<file path="src/rtl/icache_ctrl_pkg.sv">
// Shared definitions for the direct-mapped instruction cache.
// Holds the machine word size, the cache line size, the controller state
// encodings and a couple of small address/line helpers.
package icache_ctrl_pkg;

   localparam int WORD_SIZE        = 32;
   localparam int ICACHE_LINE_SIZE = 128;
   localparam int STATS_W          = 16;

   // Controller states: lookup, one-cycle memory request, wait for fill.
   typedef enum logic [1:0] {
      ICACHE_IDLE = 2'd0,
      ICACHE_REQ  = 2'd1,
      ICACHE_WAIT = 2'd2
   } icache_state_e;

   // Clear the byte/word offset so the address names the start of a line.
   function automatic logic [WORD_SIZE-1:0] line_align(input logic [WORD_SIZE-1:0] addr);
      return {addr[WORD_SIZE-1:4], 4'b0000};
   endfunction

   // Select one 32-bit word out of a 4-word line; word i lives at [32i+31:32i].
   function automatic logic [WORD_SIZE-1:0] line_word(input logic [ICACHE_LINE_SIZE-1:0] line,
                                                      input logic [1:0]                  sel);
      logic [WORD_SIZE-1:0] w;
      case (sel)
         2'd0:    w = line[31:0];
         2'd1:    w = line[63:32];
         2'd2:    w = line[95:64];
         default: w = line[127:96];
      endcase
      return w;
   endfunction

endpackage

</file>
<file path="src/rtl/icache_stats.sv">
// Hit and miss event counters for the instruction cache.
// Both counters are 16 bits wide and saturate at 0xFFFF instead of wrapping.
module icache_stats
   import icache_ctrl_pkg::*;
(
   input  logic               clk,
   input  logic               rst,
   input  logic               i_hit,
   input  logic               i_miss,
   output logic [STATS_W-1:0] o_hit_count,
   output logic [STATS_W-1:0] o_miss_count
);

   logic [STATS_W-1:0] r_hit_count;
   logic [STATS_W-1:0] r_miss_count;

   // Count hits, holding at the all-ones ceiling.
   always_ff @(posedge clk or negedge rst) begin
      if (!rst) begin
         r_hit_count <= '0;
      end else if (i_hit && (r_hit_count != {STATS_W{1'b1}})) begin
         r_hit_count <= r_hit_count + 1'b1;
      end
   end

   // Count misses, holding at the all-ones ceiling.
   always_ff @(posedge clk or negedge rst) begin
      if (!rst) begin
         r_miss_count <= '0;
      end else if (i_miss && (r_miss_count != {STATS_W{1'b1}})) begin
         r_miss_count <= r_miss_count + 1'b1;
      end
   end

   assign o_hit_count  = r_hit_count;
   assign o_miss_count = r_miss_count;

endmodule

</file>
<file path="src/rtl/icache_ctrl.sv">
// Direct-mapped instruction cache controller.
// Serves one word per cycle on a hit (combinational lookup). On a miss it
// stalls fetch, pulses mem_read for one cycle, then waits for a rising edge
// of mem_ready and installs the returned 4-word line. Fetch re-presents the
// PC and the re-lookup hits.
// Optional feature: define ICACHE_STATS_EN to add saturating hit/miss
// counters (hit_count / miss_count ports and the icache_stats instance).
//
// Handshake: mem_read is a single-cycle request pulse issued from REQ;
// memory signals completion by raising mem_ready, and only a 0->1 transition
// of mem_ready seen while in WAIT completes the fill. A high level that was
// already present, or any rise outside WAIT, is ignored.
module icache_ctrl
   import icache_ctrl_pkg::*;
#(
   parameter int ICACHE_LINES = 4,
   parameter int TAG_W        = WORD_SIZE - 4 - $clog2(ICACHE_LINES)
)(
   input  logic                        clk,
   input  logic                        rst,
   input  logic                        req_valid,
   input  logic [WORD_SIZE-1:0]        pc,
   output logic                        instr_valid,
   output logic [WORD_SIZE-1:0]        instr,
   output logic                        stall,
   output logic                        mem_read,
   output logic [WORD_SIZE-1:0]        mem_pc,
   input  logic                        mem_ready,
   input  logic [ICACHE_LINE_SIZE-1:0] mem_line
`ifdef ICACHE_STATS_EN
   ,
   output logic [STATS_W-1:0]          hit_count,
   output logic [STATS_W-1:0]          miss_count
`endif
);

   localparam int IDX_W = $clog2(ICACHE_LINES);

   // Controller state
   icache_state_e r_state;
   icache_state_e w_next_state;

   // Cache arrays
   logic [ICACHE_LINES-1:0]     r_valid;
   logic [TAG_W-1:0]            r_tag  [ICACHE_LINES];
   logic [ICACHE_LINE_SIZE-1:0] r_data [ICACHE_LINES];

   // Miss bookkeeping
   logic [WORD_SIZE-1:0] r_mem_pc;
   logic                 r_ready_q;

   // Lookup address split taken from the live PC
   logic [IDX_W-1:0] w_idx;
   logic [TAG_W-1:0] w_tag;
   logic [1:0]       w_word;

   // Fill address split taken from the registered miss address
   logic [IDX_W-1:0] w_fill_idx;
   logic [TAG_W-1:0] w_fill_tag;

   logic w_lookup_hit;
   logic w_hit;
   logic w_miss;
   logic w_fill_done;
   logic w_unused;

   assign w_idx      = pc[4 +: IDX_W];
   assign w_tag      = pc[4 + IDX_W +: TAG_W];
   assign w_word     = pc[3:2];
   assign w_fill_idx = r_mem_pc[4 +: IDX_W];
   assign w_fill_tag = r_mem_pc[4 + IDX_W +: TAG_W];

   assign w_lookup_hit = req_valid & r_valid[w_idx] & (r_tag[w_idx] == w_tag);
   assign w_hit        = (r_state == ICACHE_IDLE) & w_lookup_hit;
   assign w_miss       = (r_state == ICACHE_IDLE) & req_valid & ~w_lookup_hit;
   assign w_fill_done  = (r_state == ICACHE_WAIT) & mem_ready & ~r_ready_q;

   // Byte offset and the line offset of the miss address never affect state.
   assign w_unused = ^{pc[1:0], r_mem_pc[3:0], w_hit};

   // State register
   always_ff @(posedge clk or negedge rst) begin
      if (!rst) begin
         r_state <= ICACHE_IDLE;
      end else begin
         r_state <= w_next_state;
      end
   end

   // Next-state logic and fetch/memory-side outputs
   always_comb begin
      w_next_state = r_state;
      instr_valid  = 1'b0;
      instr        = '0;
      stall        = 1'b0;
      mem_read     = 1'b0;
      case (r_state)
         ICACHE_IDLE: begin
            if (w_lookup_hit) begin
               instr_valid = 1'b1;
               instr       = line_word(r_data[w_idx], w_word);
            end else if (req_valid) begin
               stall        = 1'b1;
               w_next_state = ICACHE_REQ;
            end
         end
         ICACHE_REQ: begin
            mem_read     = 1'b1;
            stall        = 1'b1;
            w_next_state = ICACHE_WAIT;
         end
         ICACHE_WAIT: begin
            stall = 1'b1;
            if (w_fill_done) begin
               w_next_state = ICACHE_IDLE;
            end
         end
         default: begin
            w_next_state = ICACHE_IDLE;
         end
      endcase
   end

   // Capture the line-aligned miss address; it stays put until the next miss.
   always_ff @(posedge clk or negedge rst) begin
      if (!rst) begin
         r_mem_pc <= '0;
      end else if (w_miss) begin
         r_mem_pc <= line_align(pc);
      end
   end

   // Delayed copy of mem_ready for rising-edge detection.
   always_ff @(posedge clk or negedge rst) begin
      if (!rst) begin
         r_ready_q <= 1'b0;
      end else begin
         r_ready_q <= mem_ready;
      end
   end

   // Valid bits: cleared on reset, set when a fill lands.
   always_ff @(posedge clk or negedge rst) begin
      if (!rst) begin
         r_valid <= '0;
      end else if (w_fill_done) begin
         r_valid[w_fill_idx] <= 1'b1;
      end
   end

   // Tag and data arrays: a fill overwrites the indexed line unconditionally.
   always_ff @(posedge clk) begin
      if (w_fill_done) begin
         r_tag[w_fill_idx]  <= w_fill_tag;
         r_data[w_fill_idx] <= mem_line;
      end
   end

   assign mem_pc = r_mem_pc;

`ifdef ICACHE_STATS_EN
   icache_stats u_stats (
      .clk          (clk),
      .rst          (rst),
      .i_hit        (w_hit),
      .i_miss       (w_miss),
      .o_hit_count  (hit_count),
      .o_miss_count (miss_count)
   );
`endif

endmodule

</file>
<file path="config.mk">
export PLATFORM = sky130hd
export DESIGN_NAME = icache_ctrl
export DESIGN_NICKNAME = d
export VERILOG_FILES = /design/src/rtl/icache_ctrl_pkg.sv /design/src/rtl/icache_stats.sv /design/src/rtl/icache_ctrl.sv
export SDC_FILE = /design/constraint.sdc
export NUM_CORES = 1
export LEC_CHECK = 0
export BUFFER_PORTS_ARGS = -buffer_cell sky130_fd_sc_hd__buf_2
export CAP_MARGIN = 30
export CORE_ASPECT_RATIO = 0.75
export CORE_UTILIZATION = 40
export DETAILED_ROUTE_END_ITERATION = 12
export PLACE_DENSITY_LB_ADDON = 0.05
export SKIP_LAST_GASP = 1
export SYNTH_ARGS = -nofsm -noshare
export SYNTH_HDL_FRONTEND = slang
export SYNTH_SLANG_ARGS = --single-unit
</file>
<file path="constraint.sdc">
create_clock -name clk -period 16.4 [get_ports clk]
set_input_delay 3.28 -clock clk [delete_from_list [all_inputs] [get_ports clk]]
set_output_delay 3.28 -clock clk [all_outputs]
set_load 0.05 [all_outputs]
</file>
Word-level counts from Yosys, hierarchy flattened
Memories as Yosys holds them, arrays and structs flattened.
Cells that the tools add are included.
Storage, ports and cells
  register bits: 35
  bits in latches: 0
  bits in writable memories: 616
  bits in read-only memories: 0
  input port bits: 164
  output and inout bits: 67
  word-level logic and storage cells: 50
  memories kept: 2
Memory list
  r_data: words 4, width 128, read ports 1, clocked after Yosys merged registers in 0, wr ports 1, RTL line icache_ctrl.sv:46  | logic [ICACHE_LINE_SIZE-1:0] r_data [ICACHE_LINES];
  r_tag: words 4, width 26, read ports 1, clocked after Yosys merged registers in 0, wr ports 1, RTL line icache_ctrl.sv:45  | logic [TAG_W-1:0] r_tag [ICACHE_LINES];
Cells by class
  $add $sub $neg: 0
  $mul: 0
  divide/modulo/power cells: 0
  order comparisons: 3
  equal/unequal tests: 8
  shift operators: 0
  muxes and demuxes: 19
  bitwise operators: 9
  reduce and logical (&&, ||, !) cells: 5
Operator list (count)
  $pmux W32 S3: 1
  $mux W32: 2
  $eq A26 B26 Y1: 1
  $mux W1: 9
  $and A1 B1 Y1: 6
  $lt A2 B3 Y1 const B: 2
  $mux W2: 3
  $ne A2 B2 Y1 const B: 3
  $pmux W2 S3: 1
  $eq A2 B1 Y1 const B: 2
  $eq A2 B2 Y1 const B: 2
  $logic_not A2 Y1: 2
  $or A4 B4 Y4: 1
  $reduce_and A3 Y1: 1
  $bmux W1 S2: 1
  $demux W1 S2: 1
  $ge A2 B1 Y1 const B: 1
  $not A1 Y1: 2
  $pmux W1 S2: 1
  $reduce_or A2 Y1: 1
  $logic_and A1 B1 Y1: 1

Logic depth before layout (Yosys ltp)
  word-level depth: 6
  gate-level depth with buffers: 11
  mapped depth without buffers: 7

Worst setup path before layout
OpenSTA, ideal clock, no wires.
  path kind: input-to-reg
  start point: in mem_ready
  end point: reg r_valid[0]
  library setup time: 0.136 ns
  arrival time: 15.816 ns
  data required time: 16.264 ns
  slack: 0.447 ns
  stages on the path: 4
  path buffers: 0
  cells stage by stage: inv_1 nor3b_1 nor3b_1 or2_2
On the way
  word-level cells in the longest chain between the ends: 2
Ends and longest elaborated chain
  start, declared: RTL line icache_ctrl.sv:28  | input logic mem_ready,
  $and A1 B1 Y1 (2 in a row): RTL line icache_ctrl.sv:76  | assign w_fill_done = (r_state == ICACHE_WAIT) & mem_ready & ~r_ready_q;
  end signal, assigned: RTL line icache_ctrl.sv:145  | r_valid <= '0;
  end signal, assigned by index: RTL line icache_ctrl.sv:147  | r_valid[w_fill_idx] <= 1'b1;
  end, declared: RTL line icache_ctrl.sv:44  | logic [ICACHE_LINES-1:0] r_valid;
No other way between the ends.
A chain may end at the register's enable or synchronous reset.

Worst setup path after layout
  start point: in pc[4]
  end point: out instr[11]
On the way
  word-level cells in the longest chain between the ends: 6
  elaborated cells on any way between the ends: 10
  classes of those cells: 1 x eq/ne; 5 x mux; 2 x bitwise; 2 x memory
Ends and longest elaborated chain
  start, declared: RTL line icache_ctrl.sv:22  | input logic [WORD_SIZE-1:0] pc,
  parallel branches: the longest is 4 deep, another holds $mem_v2 Z4 W26
  $mux W32 *: RTL line icache_ctrl.sv:99  | if (w_lookup_hit) begin
  $mux W32 *: RTL line icache_ctrl.sv:97  | case (r_state)
  end, declared: RTL line icache_ctrl.sv:24  | output logic [WORD_SIZE-1:0] instr,
Every way passes the cells marked *. The select of a mux whose other input is x is not followed.

==> results.json <==
{
  "status": "completed",
  "yosys_warnings": 0,
  "slew_headroom": 0.362,
  "drive_above_1_share": 0.391,
  "overflow": 0,
  "hold_class": "reg2reg",
  "cp_top_family": "buffers and inverters",
  "power.density_mw_per_mm2": 134,
  "slowest_stage": "buf_4",
  "crit_type": "in2out",
  "post_cts_buffers": 0,
  "fp.dieH_um": 219,
  "path_common_cell": "buf_4",
  "final_util": 0.473,
  "grt_start_max_net_pins": 74,
  "setup_tns_ps": 0,
  "area_delta_synth_final_pct": 17.1,
  "post_cts_resized": 0,
  "boundaryPins": 231,
  "syn-cell-area_mm2": 0.0251,
  "ir_worst_vdd_mv": 0.0726,
  "antenna_found_initial": 11,
  "yosys-top-cells-area": "edfxtp_1 (74%), mux4_2 (16%), dfrtp_1 (3.5%)",
  "end_kind": "output port",
  "synth_top_family_by_area": "multiplexers",
  "hpwl_mm": 30.5,
  "period_share": 0.667,
  "min_period_ps": 10940,
  "clkTransAtPathRegs_ps": 60,
  "cts_buffers": 69,
  "firstDrtPassIters": 6,
  "synth_edf_count": 616,
  "yosys.area_share.simple": 0.0167,
  "muxShareOfSynthArea": 0.178,
  "yosysSeqAreaShare": 0.773,
  "crit_path_start_kind": "primary input",
  "drtAntennaViolNets": 0,
  "cp.arrival_ps": 7660,
  "synth-adder-area-share": 0.00200,
  "avgSynthCellArea_um2": 23.4,
  "max_clock_freq_mhz": 91.4,
  "fin_total_pwr_w": 0.00394,
  "finalMaxSlewViolations": 0,
  "grt_first_pass_wirelength_mm": 80.1,
  "synth_top_area_frac": 0.738,
  "cts_max_level": 3,
  "crit_buf_inv": 4,
  "synth_compound_area_frac": 0.00704,
  "setup_viol": 0,
  "async_flop_share": 0.0538,
  "gp_congestion": 0.728,
  "fin_nets": 1507,
  "synth_xor_area_frac": 0.00979,
  "vias": 11400,
  "initial_core_util": 0.404,
  "drc": 0,
  "drtIter0Drc": 744,
  "max_cap_viol_count": 0,
  "dieArea_mm2": 0.0637,
  "n_fill_cell": 5136,
  "clk_latency_ps": 590,
  "skew_ps": 21.9,
  "crit_chain": "buf_8, buf_4, mux4_2, xnor2_1, nand4_1, nor2_1, o2111ai_1, or2_2, buf_4, nor2b_1, buf_2",
  "cts_sinks": 651,
  "cts-root-buf": "clkbuf_16",
  "synth_ff_type": "edfxtp_1",
  "worst_pin_slew_ps": 957,
  "die_w_um": 291,
  "viasPerCell": 5.19,
  "cp_max_fo": 73,
  "cts_tree": "built",
  "rows": 79,
  "core_area_mm2": 0.0620,
  "finalHoldViolCount": 0,
  "leakagePower_nw": 9.75,
  "critPathRequiredTime_ps": 13120,
  "detail_route.wl_per_cell_um": 24.1,
  "cts_buffer_depth": 3,
  "track_usage": 0.172,
  "grt_pass1_vias": 12200,
  "syn_inst": 1069,
  "yosysTopAreaCell": "edfxtp_1",
  "worst_path_largest_cell_delay_ps": 790,
  "drt_wl_total_mm": 53.2,
  "cts_hold_buf": 0,
  "synthDistinctLibCells": 41,
  "ys_seq_elements": 651,
  "rsz0062_at_grt": "no",
  "port_buffers": 224
}
[routing by layer]
| layer | GRT usage | share of wire | vias up |
|---|---|---|---|
| met2 | 0.277 | 0.49 | 235 |
| met5 | 0 | 0.0013 | - |
| li1 | - | - | 5063 |
| met1 | 0.230 | 0.43 | 6044 |
| met3 | 0.0414 | 0.053 | 93 |
| met4 | 0.0573 | 0.024 | 12 |
[per-stage QoR]
stage          instance area, um^2  instances  setup slack (ps)  hold slack, ps
6_report                     29300       2204              5460             464
3_5_place_dp                 27200       2077              5270             452
5_1_grt                      29300       2198              5010             487
3_3_place_gp                 27100       2072              5350             448
2_1_floorplan                25100       1072               447             427
4_1_cts                      29300       2195              5260             466
[layout by cell type (no fill, tap or decap), types with 3 or more instances in the layout]
cell / netlist / final
edfxtp_1: 616 / 616
buf_2: 19 / 222
mux4_2: 176 / 176
clkbuf_16: 0 / 69
dfrtp_1: 35 / 35
nor2b_1: 33 / 33
xnor2_1: 22 / 22
mux2_2: 20 / 20
clkinv_1: 0 / 20
buf_4: 9 / 19
mux2i_1: 17 / 17
inv_1: 11 / 11
clkinv_2: 0 / 11
mux2_1: 10 / 10
clkbuf_1: 21 / 9
diode_2: 0 / 8
nand2_1: 7 / 7
xor2_1: 6 / 6
nor2_1: 8 / 6
nand4_1: 6 / 6
o21ai_0: 5 / 5
nand3_1: 5 / 5
clkbuf_8: 0 / 5
or2_2: 3 / 4
ha_1: 4 / 4
conb_1: 1 / 4
buf_16: 0 / 4
nor4_1: 3 / 3
a32oi_1: 3 / 3
a21oi_1: 3 / 3
bufinv_16: 0 / 3
[where the power goes]
group          switching [W]  leakage [nW]  internal (W)  total [W]
Combinational       0.000310          2.78      0.000159   0.000469
Clock               0.000609          1.02      0.000831    0.00144
Sequential         0.0000665          5.96       0.00196    0.00203
[final cells by class]
type / count / area [um^2] / share of cell area
sequential: 651 / 19400 / 0.660
multi-input combinational: 357 / 5400 / 0.184
clock inverter: 36 / 238 / 0.00810
antenna: 8 / 20.0 / 0.000682
tap: 810 / 1010 / 0.0345
clock buffer: 82 / 1820 / 0.0619
inverter: 11 / 41.3 / 0.00141
timing repair buffer: 249 / 1430 / 0.0488
[cell usage after synthesis (2+ instances only)]
cell,n
edfxtp_1,616
mux4_2,176
dfrtp_1,35
nor2b_1,33
xnor2_1,22
clkbuf_1,21
mux2_2,20
buf_2,19
mux2i_1,17
inv_1,11
mux2_1,10
buf_4,9
nor2_1,8
nand2_1,7
nand4_1,6
xor2_1,6
nand3_1,5
o21ai_0,5
ha_1,4
a21oi_1,3
a32oi_1,3
buf_6,3
nor4_1,3
or2_2,3
a211oi_1,2
a31oi_1,2
and3_1,2
nor3b_1,2
o2111ai_1,2
o211ai_1,2
o221ai_1,2
[worst paths after layout]
kind,slack [ps],from,cells after the start,end
hold reg to reg,460,r_valid[3],1,r_valid[3]
max in group asynchronous,13400,rst,2,mem_pc[22]
min in group asynchronous,2530,rst,1,mem_pc[18]
setup reg to reg,13160,r_state[0],6,r_data[0][85]
hold / removal,460,r_valid[3],1,r_valid[3]
setup / recovery,5460,pc[4],11,instr[11]
[state kept, by name (all words and copies together) (netlist names)]
signal / flops
mem_pc: 28
r_data: 512
r_ready_q: 1
r_state: 2
r_tag: 104
r_valid: 4
[logic make-up (layout without fill, tap and decap cells)]
group           after synthesis  after routing
mux                         223            223
flops                       651            651
buf+inv                      64            378
other cells                   1             12
fa+ha+maj                     4              4
simple gates                 73             73
compound gates               25             25
xor+xnor                     28             28
[worst register-to-register path: cells and delay by family, from the launching register on]
| family | cells | cell delay (ps) |
|---|---|---|
| adder cells (fa/ha/maj) | 1 | 160 |
| buffers and inverters | 3 | 1630 |
| AND/OR/NAND/NOR | 2 | 600 |
| flip-flops | 1 | 420 |
Note: power is estimated with default switching activity, not from simulation.
